## config.mk

```make
export PLATFORM = sky130hd
export DESIGN_NAME = data_memory_bank
export DESIGN_NICKNAME = d
export VERILOG_FILES = /design/src/rtl/data_memory_bank.sv
export SDC_FILE = /design/constraint.sdc
export NUM_CORES = 1
export LEC_CHECK = 0
export BUFFER_PORTS_ARGS = -buffer_cell sky130_fd_sc_hd__buf_2
export CAP_MARGIN = 40
export CELL_PAD_IN_SITES_DETAIL_PLACEMENT = 1
export CELL_PAD_IN_SITES_GLOBAL_PLACEMENT = 1
export CORE_ASPECT_RATIO = 1.5
export CORE_MARGIN = 2
export CORE_UTILIZATION = 58
export DETAILED_ROUTE_END_ITERATION = 8
export PLACE_DENSITY_LB_ADDON = 0.1
export SLEW_MARGIN = 25
export SYNTH_ARGS = -nofsm -noshare
export SYNTH_HDL_FRONTEND = slang
export SYNTH_SLANG_ARGS = --single-unit
```

## constraint.sdc

```tcl
create_clock -name Clk -period 5.45 [get_ports Clk]
set_input_delay 0.2725 -clock Clk [delete_from_list [all_inputs] [get_ports Clk]]
set_output_delay 0.2725 -clock Clk [all_outputs]
set_load 0.05 [all_outputs]
```

## src/rtl/data_memory_bank.sv

```systemverilog
// data_memory_bank: CPU data memory with a valid/ready request port and a
// one-cycle-latency registered response. A hardware init walker rewrites every
// word after Reset or Clear (two preset addresses get their own values), so the
// storage array carries no reset and can map onto block RAM.
module data_memory_bank #(
    parameter int                DATA_W       = 8,
    parameter int                ADDR_W       = 5,
    parameter int                DEPTH        = 32,
    parameter logic [DATA_W-1:0] FILL_VAL     = 8'h00,
    parameter logic [ADDR_W-1:0] PRESET0_ADDR = 5'h1B,
    parameter logic [DATA_W-1:0] PRESET0_VAL  = 8'hFF,
    parameter logic [ADDR_W-1:0] PRESET1_ADDR = 5'h1C,
    parameter logic [DATA_W-1:0] PRESET1_VAL  = 8'hAA
) (
    input  logic              Clk,
    input  logic              Reset,
    input  logic              Clear,
    input  logic              Req_valid,
    output logic              Req_ready,
    input  logic              Req_we,
    input  logic [ADDR_W-1:0] Req_addr,
    input  logic [DATA_W-1:0] Req_wdata,
    output logic              Rsp_valid,
    output logic [DATA_W-1:0] Rsp_rdata,
    output logic              Addr_err,
    output logic              Init_done
);

    typedef enum logic {
        ST_INIT  = 1'b0,
        ST_READY = 1'b1
    } state_t;

    // Pointer is one bit wider than the address so DEPTH = 2**ADDR_W ends cleanly.
    localparam logic [ADDR_W:0] DEPTH_W  = (ADDR_W+1)'(DEPTH);
    localparam logic [ADDR_W:0] LAST_PTR = (ADDR_W+1)'(DEPTH - 1);

    logic [DATA_W-1:0] mem [DEPTH];

    state_t            state;
    state_t            state_nxt;
    logic [ADDR_W:0]   init_ptr;
    logic [ADDR_W:0]   init_ptr_nxt;
    logic [ADDR_W-1:0] init_idx;
    logic [DATA_W-1:0] init_val;
    logic              accept;
    logic              in_range;

    // Request captured at the accept edge; the response is formed one edge later.
    logic              pend_valid;
    logic              pend_we;
    logic              pend_err;
    logic [ADDR_W-1:0] pend_addr;
    logic [DATA_W-1:0] pend_wdata;

    assign init_idx  = init_ptr[ADDR_W-1:0];
    assign in_range  = ({1'b0, Req_addr} < DEPTH_W);
    assign Init_done = (state == ST_READY);
    // Clear and Reset both outrank a request, so they withdraw ready combinationally.
    assign Req_ready = (state == ST_READY) && !Clear && !Reset;
    assign accept    = Req_valid && Req_ready;

    // State register and init walk pointer.
    always_ff @(posedge Clk) begin
        if (Reset) begin
            state    <= ST_INIT;
            init_ptr <= '0;
        end else begin
            state    <= state_nxt;
            init_ptr <= init_ptr_nxt;
        end
    end

    // Next-state logic: walk every word once, then serve requests until Clear.
    always_comb begin
        state_nxt    = state;
        init_ptr_nxt = init_ptr;
        case (state)
            ST_INIT: begin
                init_ptr_nxt = init_ptr + 1'b1;
                if (init_ptr == LAST_PTR) begin
                    state_nxt = ST_READY;
                end
            end
            ST_READY: begin
                if (Clear) begin
                    state_nxt    = ST_INIT;
                    init_ptr_nxt = '0;
                end
            end
            default: begin
                state_nxt    = ST_INIT;
                init_ptr_nxt = '0;
            end
        endcase
    end

    // Init value for the current walk position; PRESET0 takes precedence.
    always_comb begin
        init_val = FILL_VAL;
        if (init_idx == PRESET0_ADDR) begin
            init_val = PRESET0_VAL;
        end else if (init_idx == PRESET1_ADDR) begin
            init_val = PRESET1_VAL;
        end
    end

    // Single write port shared by the init walker and accepted in-range writes.
    always_ff @(posedge Clk) begin
        if (!Reset) begin
            if (state == ST_INIT) begin
                mem[init_idx] <= init_val;
            end else if (accept && Req_we && in_range) begin
                mem[Req_addr] <= Req_wdata;
            end
        end
    end

    // Capture the accepted request; a reset drops anything pending.
    always_ff @(posedge Clk) begin
        if (Reset) begin
            pend_valid <= 1'b0;
        end else begin
            pend_valid <= accept;
            if (accept) begin
                pend_we    <= Req_we;
                pend_err   <= !in_range;
                pend_addr  <= Req_addr;
                pend_wdata <= Req_wdata;
            end
        end
    end

    // Response register: read data, write echo, or zero for an out-of-range address.
    always_ff @(posedge Clk) begin
        if (Reset) begin
            Rsp_valid <= 1'b0;
            Addr_err  <= 1'b0;
            Rsp_rdata <= '0;
        end else begin
            Rsp_valid <= pend_valid;
            Addr_err  <= pend_valid && pend_err;
            if (pend_valid) begin
                if (pend_err) begin
                    Rsp_rdata <= '0;
                end else if (pend_we) begin
                    Rsp_rdata <= pend_wdata;
                end else begin
                    Rsp_rdata <= mem[pend_addr];
                end
            end
        end
    end

endmodule

```

**Word level (Yosys, flattened, before mapping)**

Memory sizes are Yosys's and may differ from the RTL's. A register that Yosys moved wholly into a read port is not among the register bits.
Cells that the tools add are included.

- Divide/modulo/power cells: 0
- Eq/ne operators: 4
- Shift-type cells: 0
- Magnitude comparators: 0
- Reduce and logical (&&, ||, !) cells: 8
- Add/subtract/negate cells: 1
- Bitwise logic cells: 2
- Mux-type cells: 19
- Multiply operators: 0

Operators with widths:

| kind | count |
|---|---|
| 2-to-1 mux 8 bit | 4 |
| one-hot mux 6 bit (2 select lines) | 1 |
| == test 5 bit, second input constant | 2 |
| 2-to-1 mux 1 bit | 10 |
| 2-to-1 mux 5 bit | 2 |
| OR reduction 8 bit | 1 |
| adder 6 x 1 -> 6 bit, second input constant | 1 |
| == test 6 x 5 -> 1 bit, second input constant | 1 |
| 2-to-1 mux 6 bit | 1 |
| logical AND 1 bit | 4 |
| logical NOT 1 bit | 2 |
| inequality test 2 bit, second input constant | 1 |
| inverter 1 bit | 2 |
| one-hot mux 1 bit (2 select lines) | 1 |
| AND reduction 2 bit | 1 |

- Bits in read-only memories: 0
- Memories kept: 1
- Latch bits: 0
- Logic and storage cells: 43
- RAM bits: 256
- Register bits: 31
- Bits of input ports: 18

Memory list:

| name | words | bits a word | read ports | clocked after Yosys merged registers in | wr ports | RTL line | RTL |
|---|---|---|---|---|---|---|---|
| mem | 32 | 8 | 1 | 1 | 1 | 38 | `logic [DATA_W-1:0] mem [DEPTH];` |

**Depth between registers and ports, before layout**

- Depth in word-level cells: 11
- Gate-level depth with buffers: 9

**Least setup slack after synthesis**

No wires, ideal clock.

- Kind: register to register
- Start: register state, in the netlist Init_done
- End: memory mem[30][0] (enable)
- Cell stages (with the launch flop): 6
- Path slack: 2.385 ns
- Clock period less this slack: 3.065 ns
- Library setup time: 0.370 ns
- Buffers on the path: 1
- Arrival time: 2.695 ns
- Cells stage by stage: dfxtp_1 nor3b_2 and3_1 buf_2 a31oi_1 nor2_1

- Word-level cells in the longest chain between the ends: 10
- Elaborated cells between the ends (all ways): 14

Ends and longest elaborated chain:

| what | RTL line | RTL |
|---|---|---|
| from (decl) | 40 | `state_t state;` |
| from (signal assigned) | 69 | `state <= state_nxt;` |
| logical AND 1 bit (*) (2 in series) | 60 | `assign Req_ready = (state == ST_READY) && !Clear && !Reset;` |
| named net Req_ready | 19 | `output logic Req_ready,` |
| logical AND 1 bit (*) | 61 | `assign accept = Req_valid && Req_ready;` |
| logical AND 1 bit (*) | 113 | `end else if (accept && Req_we && in_range) begin` |
| 2-to-1 mux 1 bit (*) | 113 |  |
| 2-to-1 mux 1 bit (*) | 111 | `if (state == ST_INIT) begin` |
| 2-to-1 mux 1 bit (*) | 110 | `if (!Reset) begin` |
| 2-to-1 mux 1 bit (not written as such) (*) | 114 | `mem[Req_addr] <= Req_wdata;` |
| OR reduction 8 bit (no source line) | n/a |  |
| 2-to-1 mux 5 bit (no source line) / 2-to-1 mux 1 bit (equally long branches) | n/a |  |
| to (decl) | 38 |  |

The timed path passes the listed nets; every way through them passes the cells marked *.

**Worst setup path in the final report**

- Start: register state, in the netlist Init_done
- End: memory mem[20][2] (enable)

- Word-level cells in the longest chain between the ends: 10
- Elaborated cells between the ends (all ways): 14

Ends and longest elaborated chain:

| what | RTL line |
|---|---|
| logical AND 1 bit (2 in series) | 60 |
| logical AND 1 bit | 61 |
| logical AND 1 bit | 113 |
| 2-to-1 mux 1 bit | 113 |
| 2-to-1 mux 1 bit | 111 |
| 2-to-1 mux 1 bit | 110 |
| 2-to-1 mux 1 bit (not written as such) | 114 |
| OR reduction 8 bit (no source line) | n/a |
| 2-to-1 mux 5 bit (no source line) / 2-to-1 mux 1 bit (equally long branches) | n/a |

Several ways; a longest one is shown, not always the timed one.

==> impl_results.md <==
- Max-slew violations: 0
- Drt drc: 0
- # port buffers: 28
- Critical Path Start Type: flip-flop
- Routed wire length: 30,900 um
- Slew margin rel.: 40.2%
- Sequential share of power: 57.0%
- CP Depth: 4
- Area growth, synth to finish: 11.2%
- CTS tree: yes
- Synth area leaders: edfxtp_1 68%, mux4_2 4.9%, mux2i_1 4.0%
- Die area: 21,600 um2
- Worst R2R Start: Init_done
- Largest net degree at the start of global routing: 47
- Max Clk Rate: 297 MHz
- Final Skew: 0.0191 ns
- Syn Inst Count: 688
- Min-delay src: Req_addr[1]
- P_leak: 0.00464 uW
- Count leader, synth: edfxtp_1
- Starting Density: 58.6%
- Drt wl/cell: 30.4 um
- Hold Path Depth: 1
- Vias in the first global route: 6,953
- GR Overflow Total: 0
- WHS Endpoint: pend_addr[1]
- Synth warn: 0
- Distinct cells, synth: 48
- Clock latency on the worst-skew pair: 0.54 ns
- R2R Setup Slk: 2.08 ns
- Core box area: 20,300 um2
- Hold Slack: 0.0120 ns
- Routability cong.: 0.833
- CTS Buf Count: 26
- Crit path DAT: 3.53 ns
- Worst setup path class: flip-flop to flip-flop
- Fin area: 13,200 um2
- Gate power share: 1.5%
- Met2 global-route usage: 52.5%
- Setup violators final: 0
- EDFF count, synth: 270
- HP Class: input port to flip-flop
- Fillers: 1,759
- Gr busiest metal: met2
- Seq/Total Area, Yosys: 72.0%
- Worst reg2reg path depth: 4
- Multi-input combinational cell area: 3020 um2
- Worst Setup End Kind: flip-flop
- Net Sw Frac: 19.7%
- Post-Syn Area: 11,900 um2
- # rows: 64
- Antenna Cells: 0
- Slowest-stage cell, CP: nor2_1
- Synth Area per Inst: 17.3 um2
- GR Util All Layers: 29.6%
- Buffers & Inverters on Critical Path: 0
- DR vias/cell: 6.56
- H-Tree Level Count: 1
- Total power: 4270 uW
- Fin util: 65.1%
- Met3 usage: 2.77%
- Max VDD drop: 0.315 mV
- Reg area: 8550 um2
- Io pins: 30
- Commonest cells post-synth: 270 x edfxtp_1, 51 x nor2_1, 47 x mux2i_1
- Placed cell areas: 12,300 um2
- Layout cells sized above 1: 19.9%
- Root buffer cell: clkbuf_16
- Yosys top cell by area: edfxtp_1
- Die X: 121 um
- CP required: 5.61 ns
- Yosys reg bits: 292
- Worst path top cell family by delay: simple AND/OR/NAND/NOR gates
- Synthesized net count: 708
- Max-cap violations: 0
- Worst path max stage delay: 0.75 ns
- Antenna Violating Nets Remaining: 0
- First-pass GRT wire length: 45,600 um
- Net Sw Power: 842 uW
- Crit-path max FO: 22
- Fin nets: 753
- CTS max path bufs: 3
- Pre-Repair DR Iteration Count: 5
- Post-layout minimum cycle time: 3.37 ns
- Crit-path cells: nor3b_2 -> and3_1 -> a31oi_1 -> nor2_1
- P_int: 3430 uW
- Area share of the leading cell type in the synthesized netlist: 68.3%
- Clock network power share: 41.6%
- Status: finished clean
- Slew @ Worst Pin: 0.896 ns
- DRT iter0 DRCs: 568
- Share of flip-flops with an asynchronous set or reset: 0%
- Total Neg Setup Slack: 0 ns
- Clock Sinks: 292
- Reg clk slew, reported paths: 0.06 ns
- HPWL after DPL: 20,500 um
- Met1 usage: 37.2%
- Vias: 6,666
- Final hold violation count: 0
- Synth Flop Type: edfxtp_1
- Antenna violations before repair: 0
- RSZ-0062 raised after global routing: no
- Tcrit/Tclk final: 61.8%
- P per Cell Area: 324 nW/um2
- Die Span Y: 179 um
- R2r endpoint: mem[20][2]
worst reg2reg max path, stage by stage (launching register included):
cell and delay, ns:
dfxtp_1 0.63, nor3b_2 0.38, and3_1 0.73, a31oi_1 0.50, nor2_1 0.76
through the flow:
stage                     setup slack (ns)  cells
after global placement                2.47    952
after detailed placement              2.18    957
after global routing                  1.93   1016
after CTS                             2.15   1015
after floorplan                       2.38    688
final                                 2.08   1016
how the worst max path moves through the flow:
stage | slack (ns) | start | endpoint
after floorplan | 2.38 | Init_done | mem[30][0]
after global placement | 2.47 | Init_done | mem[22][0]
after detailed placement | 2.18 | Init_done | mem[20][0]
after CTS | 2.15 | Init_done | mem[20][0]
after global routing | 1.93 | Init_done | mem[20][2]
final | 2.08 | Init_done | mem[20][2]
routing by layer:
layer | wire length (um) | vias up
met5 | 0 | -
met4 | 1460 | 0
met3 | 1450 | 77
met2 | 16400 | 250
met1 | 11600 | 3482
li1 | - | 2857
cells by family after synthesis:
| family | after synthesis | share of synthesized area [%] |
|---|---|---|
| AOI/OAI and AO/OA | 102 | 6.72 |
| adders and majority gates | 2 | 0.211 |
| buffers and inverters | 46 | 2.53 |
| DFF | 292 | 72.0 |
| muxes | 101 | 12.3 |
| other | 1 | 0.0316 |
| and+or+nand+nor | 144 | 6.15 |
what timing repair did:
item                                   4_1_cts  5_1_grt
hold buffers                                11        0
setup buffers                                0        0
gates resized for setup                      0        0
endpoints found under the hold margin       11        0
power by group through the flow:
stage | clock [uW] | combinational [uW] | sequential (uW)
6_report | 1770 | 62.9 | 2430
3_5_place_dp | 0 | 55.3 | 2480
3_3_place_gp | 0 | 54.1 | 2480
2_1_floorplan | 0 | 29.3 | 2480
5_1_grt | 1860 | 66.9 | 2430
4_1_cts | 1790 | 61.7 | 2430
final cells by class:
class                           count  area share [%]
Sequential cell                   292            64.8
Multi-Input combinational cell    350            22.9
Clock buffer                       35            5.50
Timing Repair Buffer               60            3.51
Tap cell                          264            2.50
Clock inverter                     12           0.702
Inverter                            3          0.0853
state kept, by name, indices dropped and copies added, names as in the netlist, named ones only:
signal,flops
pend_wdata,8
init_ptr,6
pend_we,1
Rsp_rdata,8
mem,256
Init_done,1
Rsp_valid,1
pend_valid,1
pend_addr,5
placed cells by master, fill, tap and decap left out, drive strengths merged, types with 3 or more instances in the layout:
master       instances
a211oi              14
a21o                 8
a21oi                9
a221oi              17
a22oi                3
a311oi               3
a31oi               20
a41oi                3
buf                 49
clkbuf              35
clkinv               9
dfxtp               22
dlygate4sd3         11
edfxtp             270
inv                  3
mux2                22
mux2i               47
mux4                32
nand2               19
nand2b               5
nand3               11
nand3b               5
nor2                51
nor2b               26
nor3                 8
nor3b                5
o21ai                4
o221ai               6
o22ai                7
o32ai                6
or3                  3
Note: power is estimated with default switching activity, not from simulation.
